### config.mk
export PLATFORM = sky130hd
export DESIGN_NAME = systolic_feed_ctrl_flat
export DESIGN_NICKNAME = d
export VERILOG_FILES = /design/src/rtl/systolic_feed_ctrl_if.sv /design/src/rtl/systolic_feed_ctrl.sv /design/src/flat_wrapper.sv
export SDC_FILE = /design/constraint.sdc
export NUM_CORES = 1
export LEC_CHECK = 0
export BUFFER_PORTS_ARGS = -buffer_cell sky130_fd_sc_hd__buf_2
export CORE_MARGIN = 2
export CORE_UTILIZATION = 30
export DETAILED_ROUTE_END_ITERATION = 10
export GPL_TIMING_DRIVEN = 0
export SYNTH_ARGS = -nofsm -noshare
export SYNTH_HDL_FRONTEND = slang
export SYNTH_SLANG_ARGS = --single-unit
### constraint.sdc
create_clock -name CLK -period 3 [get_ports CLK]
set_clock_uncertainty 0.2 [all_clocks]
set_input_delay 0.15 -clock CLK [delete_from_list [all_inputs] [get_ports CLK]]
set_output_delay 0.15 -clock CLK [all_outputs]
set_load 0.01 [all_outputs]
### src/rtl/systolic_feed_ctrl_if.sv
// Activation-feed port bundle: start/abort command, buffer read port, loader-side vector and status.
// The slave side belongs to systolic_feed_ctrl; the master side to the scheduler/buffer/loader environment.
interface systolic_feed_ctrl_if #(
    parameter int PE_ROW   = 8,
    parameter int BIT_DATA = 8,
    parameter int ADDR_W   = 10,
    parameter int CNT_W    = 16
);
    logic                         i_Start;
    logic                         i_Abort;
    logic [ADDR_W-1:0]            i_Base_Addr;
    logic [CNT_W-1:0]             i_Num_Vec;
    logic                         o_Rd_En;
    logic [ADDR_W-1:0]            o_Rd_Addr;
    logic [PE_ROW*BIT_DATA-1:0]   i_Buf_Data;
    logic [PE_ROW*BIT_DATA-1:0]   o_Data_I;
    logic                         o_Data_Valid;
    logic [PE_ROW-1:0]            o_Row_Valid;
    logic                         o_Busy;
    logic                         o_Done;

    modport slave (
        input  i_Start, i_Abort, i_Base_Addr, i_Num_Vec, i_Buf_Data,
        output o_Rd_En, o_Rd_Addr, o_Data_I, o_Data_Valid, o_Row_Valid, o_Busy, o_Done
    );

    modport master (
        output i_Start, i_Abort, i_Base_Addr, i_Num_Vec, i_Buf_Data,
        input  o_Rd_En, o_Rd_Addr, o_Data_I, o_Data_Valid, o_Row_Valid, o_Busy, o_Done
    );
endinterface

### src/rtl/systolic_feed_ctrl.sv
// Streams K activation vectors (1/cycle, data 1 cycle after read) to the skew loader, then drains PE_ROW+PE_COL cycles and pulses done.
// No backpressure: the buffer and loader always accept; only i_Abort interrupts a run.
module systolic_feed_ctrl #(
    parameter int PE_ROW   = 8,
    parameter int PE_COL   = 8,
    parameter int BIT_DATA = 8,
    parameter int ADDR_W   = 10,
    parameter int CNT_W    = 16
) (
    input  logic                CLK,
    input  logic                RSTN,
    systolic_feed_ctrl_if.slave bus
);
    localparam int DRAIN_LEN = PE_ROW + PE_COL - 1;
    localparam int DRAIN_W   = $clog2(DRAIN_LEN + 1);

    typedef enum logic [1:0] {
        S_IDLE  = 2'd0,
        S_FEED  = 2'd1,
        S_DRAIN = 2'd2,
        S_DONE  = 2'd3
    } state_t;

    state_t             state_q, state_d;
    logic [ADDR_W-1:0]  addr_q;
    logic [CNT_W-1:0]   rem_q;
    logic [DRAIN_W-1:0] drain_q;
    logic               valid_q;
    logic [PE_ROW-2:0]  skew_q;
    logic [PE_ROW-1:0]  row_vld;
    logic               start_ok;
    logic               last_rd;
    logic               rd_en;
    logic               busy;
    logic               done;

    assign start_ok = (state_q == S_IDLE) && bus.i_Start && !bus.i_Abort
                      && (bus.i_Num_Vec != '0);
    assign last_rd  = (rem_q == CNT_W'(1));
    assign row_vld  = {skew_q, valid_q};

    always_ff @(posedge CLK or negedge RSTN) begin
        if (!RSTN) begin
            state_q <= S_IDLE;
        end else begin
            state_q <= state_d;
        end
    end

    always_comb begin
        state_d = state_q;
        unique case (state_q)
            S_IDLE: begin
                if (bus.i_Start) begin
                    state_d = (bus.i_Num_Vec == '0) ? S_DONE : S_FEED;
                end
            end
            S_FEED:  if (last_rd) state_d = S_DRAIN;
            S_DRAIN: if (drain_q == '0) state_d = S_DONE;
            S_DONE:  state_d = S_IDLE;
            default: state_d = S_IDLE;
        endcase
        // Abort overrides everything, including a start sampled in IDLE.
        if (bus.i_Abort) begin
            state_d = S_IDLE;
        end
    end

    always_comb begin
        rd_en = 1'b0;
        busy  = 1'b1;
        done  = 1'b0;
        unique case (state_q)
            S_IDLE:  busy  = 1'b0;
            S_FEED:  rd_en = 1'b1;
            S_DRAIN: ;
            S_DONE:  done  = 1'b1;
            default: busy  = 1'b0;
        endcase
    end

    always_ff @(posedge CLK or negedge RSTN) begin
        if (!RSTN) begin
            addr_q  <= '0;
            rem_q   <= '0;
            drain_q <= '0;
            valid_q <= 1'b0;
            skew_q  <= '0;
        end else begin
            // The wavefront pipeline runs in every state so the tail drains naturally.
            if (bus.i_Abort) begin
                valid_q <= 1'b0;
                skew_q  <= '0;
            end else begin
                valid_q <= rd_en;
                skew_q  <= row_vld[PE_ROW-2:0];
            end

            if (start_ok) begin
                addr_q <= bus.i_Base_Addr;
                rem_q  <= bus.i_Num_Vec;
            end else if (state_q == S_FEED) begin
                addr_q <= addr_q + ADDR_W'(1);
                rem_q  <= rem_q - CNT_W'(1);
                if (last_rd) begin
                    drain_q <= DRAIN_W'(DRAIN_LEN);
                end
            end else if (state_q == S_DRAIN && drain_q != '0) begin
                drain_q <= drain_q - DRAIN_W'(1);
            end
        end
    end

    assign bus.o_Rd_En      = rd_en;
    assign bus.o_Rd_Addr    = addr_q;
    assign bus.o_Data_Valid = valid_q;
    assign bus.o_Data_I     = valid_q ? bus.i_Buf_Data : '0;
    assign bus.o_Row_Valid  = row_vld;
    assign bus.o_Busy       = busy;
    assign bus.o_Done       = done;
endmodule

### src/flat_wrapper.sv
// flat-port wrapper written by rule: the top's interface ports become plain ports
module systolic_feed_ctrl_flat 
#(
    parameter int PE_ROW   = 8,
    parameter int PE_COL   = 8,
    parameter int BIT_DATA = 8,
    parameter int ADDR_W   = 10,
    parameter int CNT_W    = 16
)
  (CLK, RSTN, bus_i_Start, bus_i_Abort, bus_i_Base_Addr, bus_i_Num_Vec, bus_i_Buf_Data, bus_o_Rd_En, bus_o_Rd_Addr, bus_o_Data_I, bus_o_Data_Valid, bus_o_Row_Valid, bus_o_Busy, bus_o_Done);
  systolic_feed_ctrl_if #(.PE_ROW(PE_ROW), .BIT_DATA(BIT_DATA), .ADDR_W(ADDR_W), .CNT_W(CNT_W)) bus_i ();
  input  logic CLK;
  input  logic RSTN;
  input wire logic [$bits(bus_i.i_Start)-1:0] bus_i_Start;
  input wire logic [$bits(bus_i.i_Abort)-1:0] bus_i_Abort;
  input wire logic [$bits(bus_i.i_Base_Addr)-1:0] bus_i_Base_Addr;
  input wire logic [$bits(bus_i.i_Num_Vec)-1:0] bus_i_Num_Vec;
  input wire logic [$bits(bus_i.i_Buf_Data)-1:0] bus_i_Buf_Data;
  output wire logic [$bits(bus_i.o_Rd_En)-1:0] bus_o_Rd_En;
  output wire logic [$bits(bus_i.o_Rd_Addr)-1:0] bus_o_Rd_Addr;
  output wire logic [$bits(bus_i.o_Data_I)-1:0] bus_o_Data_I;
  output wire logic [$bits(bus_i.o_Data_Valid)-1:0] bus_o_Data_Valid;
  output wire logic [$bits(bus_i.o_Row_Valid)-1:0] bus_o_Row_Valid;
  output wire logic [$bits(bus_i.o_Busy)-1:0] bus_o_Busy;
  output wire logic [$bits(bus_i.o_Done)-1:0] bus_o_Done;
  assign bus_i.i_Start = bus_i_Start;
  assign bus_i.i_Abort = bus_i_Abort;
  assign bus_i.i_Base_Addr = bus_i_Base_Addr;
  assign bus_i.i_Num_Vec = bus_i_Num_Vec;
  assign bus_i.i_Buf_Data = bus_i_Buf_Data;
  assign bus_o_Rd_En = bus_i.o_Rd_En;
  assign bus_o_Rd_Addr = bus_i.o_Rd_Addr;
  assign bus_o_Data_I = bus_i.o_Data_I;
  assign bus_o_Data_Valid = bus_i.o_Data_Valid;
  assign bus_o_Row_Valid = bus_i.o_Row_Valid;
  assign bus_o_Busy = bus_i.o_Busy;
  assign bus_o_Done = bus_i.o_Done;
  systolic_feed_ctrl #(.PE_ROW(PE_ROW), .PE_COL(PE_COL), .BIT_DATA(BIT_DATA), .ADDR_W(ADDR_W), .CNT_W(CNT_W)) u_core (.CLK(CLK), .RSTN(RSTN), .bus(bus_i));
endmodule
======== Yosys cells after proc, flatten, opt, wreduce, memory -nomap -nowiden ========
Index checks and enable logic that the tools add are counted.
word-level totals
  bits in registers ....................... 40
cells by class
  add/sub/neg operators ................... 3
  eq/ne operators ......................... 8
  mux-type cells .......................... 19
  bitwise operators ....................... 1
  reduce and logical (&&, ||, !) cells .... 14
operators with widths
  cell                                                  number
  2-to-1 mux 64 bit                                     1
  2-to-1 mux 16 bit                                     2
  2-to-1 mux 10 bit                                     2
  equality test 16 x 1 -> 1 bit, second input constant  1
  logical NOT 16 bit                                    1
  nonzero test 16 bit                                   1
  subtractor 16 x 1 -> 16 bit, second input constant    1
  2-to-1 mux 4 bit                                      3
  adder 10 x 1 -> 10 bit, second input constant         1
  2-to-1 mux 2 bit                                      5
  case mux 2 bit (4 select lines)                       1
  2-to-1 mux 7 bit                                      1
  != test 3 x 2 -> 1 bit, second input constant         2
  AND reduction 3 bit                                   2
  equality test 2 bit, second input constant            2
  logical AND 1 bit                                     4
  logical NOT 4 bit                                     1
  2-to-1 mux 1 bit                                      4
  nonzero test 2 bit                                    2
  nonzero test 4 bit                                    1
  subtractor 4 x 1 -> 4 bit, second input constant      1
  != test 3 bit, second input constant                  1
  equality test 2 x 1 -> 1 bit, second input constant   1
  logical NOT 2 bit                                     1
  3 further kinds                                       3

======== Depth between registers and ports, before layout ========
  depth in word-level cells ............... 6
  gate-level depth with buffers ........... 7
  depth with buffers taken out ............ 6

======== Least setup slack after synthesis ========
Ideal clock, no wire load.
  kind .................................... register to register
  from .................................... register u_core.state_q[1]
  to ...................................... register u_core.rem_q[15]
  arrival time ............................ 2067 ps
  path slack .............................. 608 ps
  stages on the path, launching flop included .. 7
  clock period less this slack ............ 2392 ps
  path through ............................ dfrtp_1 > inv_1 > ha_1 > nor4b_2 > or4b_1 > xnor2_1 > mux2_2
on the way
  word-level cells in the longest chain between the ends .. 5
  elaborated cells on any way between the ends .. 7
  classes of those cells .................. eq/ne: 1; mux: 1; reduce/logical: 5
ends and longest elaborated chain
  element                                                         line                       text
  start: declaration                                              systolic_feed_ctrl.sv:24   state_t state_q, state_d;
  start signal: assignment                                        systolic_feed_ctrl.sv:46   state_q <= state_d;
  logical NOT 2 bit                                               systolic_feed_ctrl.sv:37   assign start_ok = (state_q == S_IDLE) && bus.i_Start && !bus.i_Abort
  logical AND 1 bit (2 in series)                                 systolic_feed_ctrl.sv:37
  logical AND 1 bit                                               systolic_feed_ctrl.sv:38   && (bus.i_Num_Vec != '0);
  2-to-1 mux 16 bit / nonzero test 2 bit (equally long branches)  --
  end signal: assignment                                          systolic_feed_ctrl.sv:101  rem_q <= bus.i_Num_Vec;
  end signal: assignment                                          systolic_feed_ctrl.sv:104  rem_q <= rem_q - CNT_W'(1);
  end: declaration                                                systolic_feed_ctrl.sv:26   logic [CNT_W-1:0] rem_q;
Parallel ways exist; a longest one is shown, timed or not.
A chain may end at the register's enable or synchronous reset.

======== Worst setup path in the final report ========
  from .................................... input port bus_i_Num_Vec[10]
  to ...................................... register u_core.addr_q[8], in the netlist u_core.bus.o_Rd_Addr[8]
on the way
  word-level cells in the longest chain between the ends .. 3
  elaborated cells on any way between the ends .. 4
  classes of those cells .................. mux: 1; reduce/logical: 3
ends and longest elaborated chain
  element                                                         line                       text
  start: declaration                                              flat_wrapper.sv:17         input wire logic [$bits(bus_i.i_Num_Vec)-1:0] bus_i_Num_Vec;
  nonzero test 16 bit *                                           systolic_feed_ctrl.sv:38
  logical AND 1 bit *                                             systolic_feed_ctrl.sv:38
  2-to-1 mux 10 bit / nonzero test 2 bit (equally long branches)  --
  end signal: assignment                                          systolic_feed_ctrl.sv:100  addr_q <= bus.i_Base_Addr;
  end signal: assignment                                          systolic_feed_ctrl.sv:103  addr_q <= addr_q + ADDR_W'(1);
  end: declaration                                                systolic_feed_ctrl.sv:25   logic [ADDR_W-1:0] addr_q;
Mark *: on every way between the ends. The rest lies on a longest branch, timed or not.

==> impl_metrics.ini <==
[cts]
clock_sinks = 40
htreeDepth = 2
numCtsBuffers = 5
clk_pin_slew_ps = 80
cts_tree = done
worst_skew_pair.late_latency_ps = 290
cts-root-buf = clkbuf_8
clockBufferDepth = 2

[final_layout]
syn2layout_area_growth_pct = 53.0
final_cell_mix = buf_2 (182), and2_1 (64), dfrtp_1 (40)
fill_cells = 827
diodes = 0
fin_util = 0.470
drive_above_1_share = 0.424
layout_commonest_cell = buf_2
layout.nets = 602

[timing]
max_slew_margin = 0.303
post-route-min-period_ps = 2630
hold_violations = 0
setup_viol = 0
worst_slew_pin_slew_ps = 1040
slew_viol_final = 0
fmax_mhz = 380
finalCritPeriodShare = 0.877
setup_tns_ps = 0
rsz0062_at_grt = false

[synthesis]
async_reset_ff_frac = 1.00
synth_cells = 286
ys.flop_type = dfrtp_1
synth_nets = 389
ys_seq_area_frac = 0.377
ys_warn_count = 0
avgSynthCellArea_um2 = 9.28
synth_seq_cells = 40
synth_area_mm2 = 0.00265
ys_types = 42
synth-edff-count = 0

[placed_design]
portBuffers = 179
routabilityCongestion = 0.812
dp_hpwl_um = 7660

[setup_path]
arrival_ps = 2590
worstPathRequired_ps = 2960
r2r_slack_ps = 420
cpMostUsedCell = buf_2
crit_fanout = 10
start_kind = input pin
cp_cell_sequence = dlygate4sd3_1 -> buf_2 -> nor4_1 -> and4_1 -> buf_2 -> or2_2 -> buf_2 -> buf_1 -> a21oi_1
end_kind = register
crit_slowest_cell = dlygate4sd3_1
path_class = input pin to register
max_stage_delay_ps = 540

[drt]
wire_per_inst_um = 15.9
first_iter_violations = 105
drcViolationCount = 0
via_count = 2932
avgViaCountPerCell = 4.82
dr.pass1.iters = 5
drtAntennaViolNets = 0
wirelength_um = 9680

[die]
pin_count = 180
start_util = 0.307
die_x_um = 98.1
die-area_mm2 = 0.00961
core_area_mm2 = 0.00864
die_h_um = 98.1
rows = 34

[pwr]
cellPowerDensity_mw_per_mm2 = 681
power_leakage_nw = 2.07
ir_worst_vdd_mv = 0.223

[global_routing]
grt_pass1_wl_um = 15400
gr-usage-all-layers = 0.200
grt_antenna_before_repair = 0
grt_max_degree = 41
overflow = 0
grt_pass1_vias = 3056

[min_path]
hold_path_class = input pin to register

[run_status]
outcome = complete, no violations

[flow_run]
max-cap-violations = 0
==> Yosys cell counts (all sizes together) (2+ instances only) <==
cell,instances,area share
xnor2,21,0.069
clkbuf,11,0.016
nor4,8,0.019
ha,9,0.042
nand3b,3,0.0085
or4,3,0.011
a311oi,3,0.0099
buf,6,0.011
nand4,5,0.012
o21ai,2,0.0052
o41ai,2,0.014
or3b,2,0.0066
nor3,18,0.034
nand3,3,0.0057
and2,64,0.15
inv,9,0.013
mux2,12,0.051
a31oi,3,0.0071
or2,2,0.0047
dfrtp,40,0.38
nand2,11,0.016
a222oi,3,0.011
nor2b,8,0.019
nor2,11,0.016
a21oi,14,0.026
mux2i,2,0.0075
==> power by group <==
group	total [mW]	leakage [nW]	switching, mW	internal [mW]
clock network	0.384	0.0434	0.198	0.186
registers	1.02	0.475	0.259	0.758
logic	1.37	1.56	0.689	0.677
total	2.77	2.07	1.15	1.62
==> cell families after synthesis <==
kind of cell	share of synthesized area
AO/OA/AOI/OAI	0.0802
XOR/XNOR	0.0693
adder cells (fa/ha/maj)	0.0424
buffers and inverters	0.0396
flip-flops	0.377
multiplexers	0.0585
AND/OR/NAND/NOR	0.333
==> critical path: cells and delay by family <==
kind / cells / cell delay, ps
compound gates: 1 / 130
buf+inv: 5 / 1520
simple gates: 3 / 790
==> path summary, 6_finish.rpt <==
path                                                             to                          start  depth (start not counted)
worst max-delay path            u_core.bus.o_Rd_Addr[8]$_DFFE_PN0P_              bus_i_Num_Vec[10]                          9
worst min register to register           u_core.skew_q[6]$_DFF_PN0_     u_core.skew_q[5]$_DFF_PN0_                          1
min in group asynchronous               u_core.rem_q[9]$_DFFE_PN0P_                           RSTN                          2
max in group asynchronous                u_core.skew_q[0]$_DFF_PN0_                           RSTN                          2
worst max register to register         u_core.rem_q[15]$_DFFE_PN0P_  u_core.state_q[1]$_DFFE_PN0P_                          6
worst min-delay path                  u_core.state_q[0]$_DFFE_PN0P_                    bus_i_Start                          4
==> per-stage QoR <==
stage	power (mW)	cell area [µm²]	hold WS, ps	std cells	setup slack (ps)
floorplan	1.85	2650	-346	286	608
global placement	2.31	3680	144	573	260
detailed placement	2.35	3680	149	573	215
CTS	2.78	4050	156	608	162
global route	2.99	4060	215	608	194
finish	2.77	4060	181	608	369
==> layout make-up <==
type | count | area, µm² | area share
multi-input cells | 220 | 1560 | 0.383
repair buffers | 206 | 1170 | 0.287
flip-flops and latches | 40 | 1000 | 0.246
well taps | 108 | 135 | 0.0333
clock buffers | 6 | 82.6 | 0.0203
plain buffers | 17 | 71.3 | 0.0176
inverters | 9 | 33.8 | 0.00832
clock inverters | 2 | 15.0 | 0.00370
==> flip-flops by register name, indices dropped and copies added, names as in the netlist <==
| register | cells |
|---|---|
| u_core.bus.o_Rd_Addr | 10 |
| u_core.rem_q | 16 |
| u_core.drain_q | 4 |
| u_core.skew_q | 7 |
| u_core.state_q | 2 |
| u_core.bus.o_Data_Valid | 1 |
==> routing by layer <==
metal  vias up  GRT usage  part of all wire
li1       1418          -                 -
met1      1373      0.213              0.37
met2       131      0.400              0.55
met3        10     0.0308             0.061
met4         0     0.0534             0.018
met5         -          0                 0
==> repair_timing <==
| item | in CTS | in global routing |
|---|---|---|
| hold buffers | 27 | 0 |
| endpoints found under the hold margin | 66 | 0 |
| endpoints found under the setup margin | 0 | 1 |
| gates resized for setup | 0 | 1 |
| buffers inserted | 0 | 0 |
Note: power is estimated with default switching activity, not from simulation.
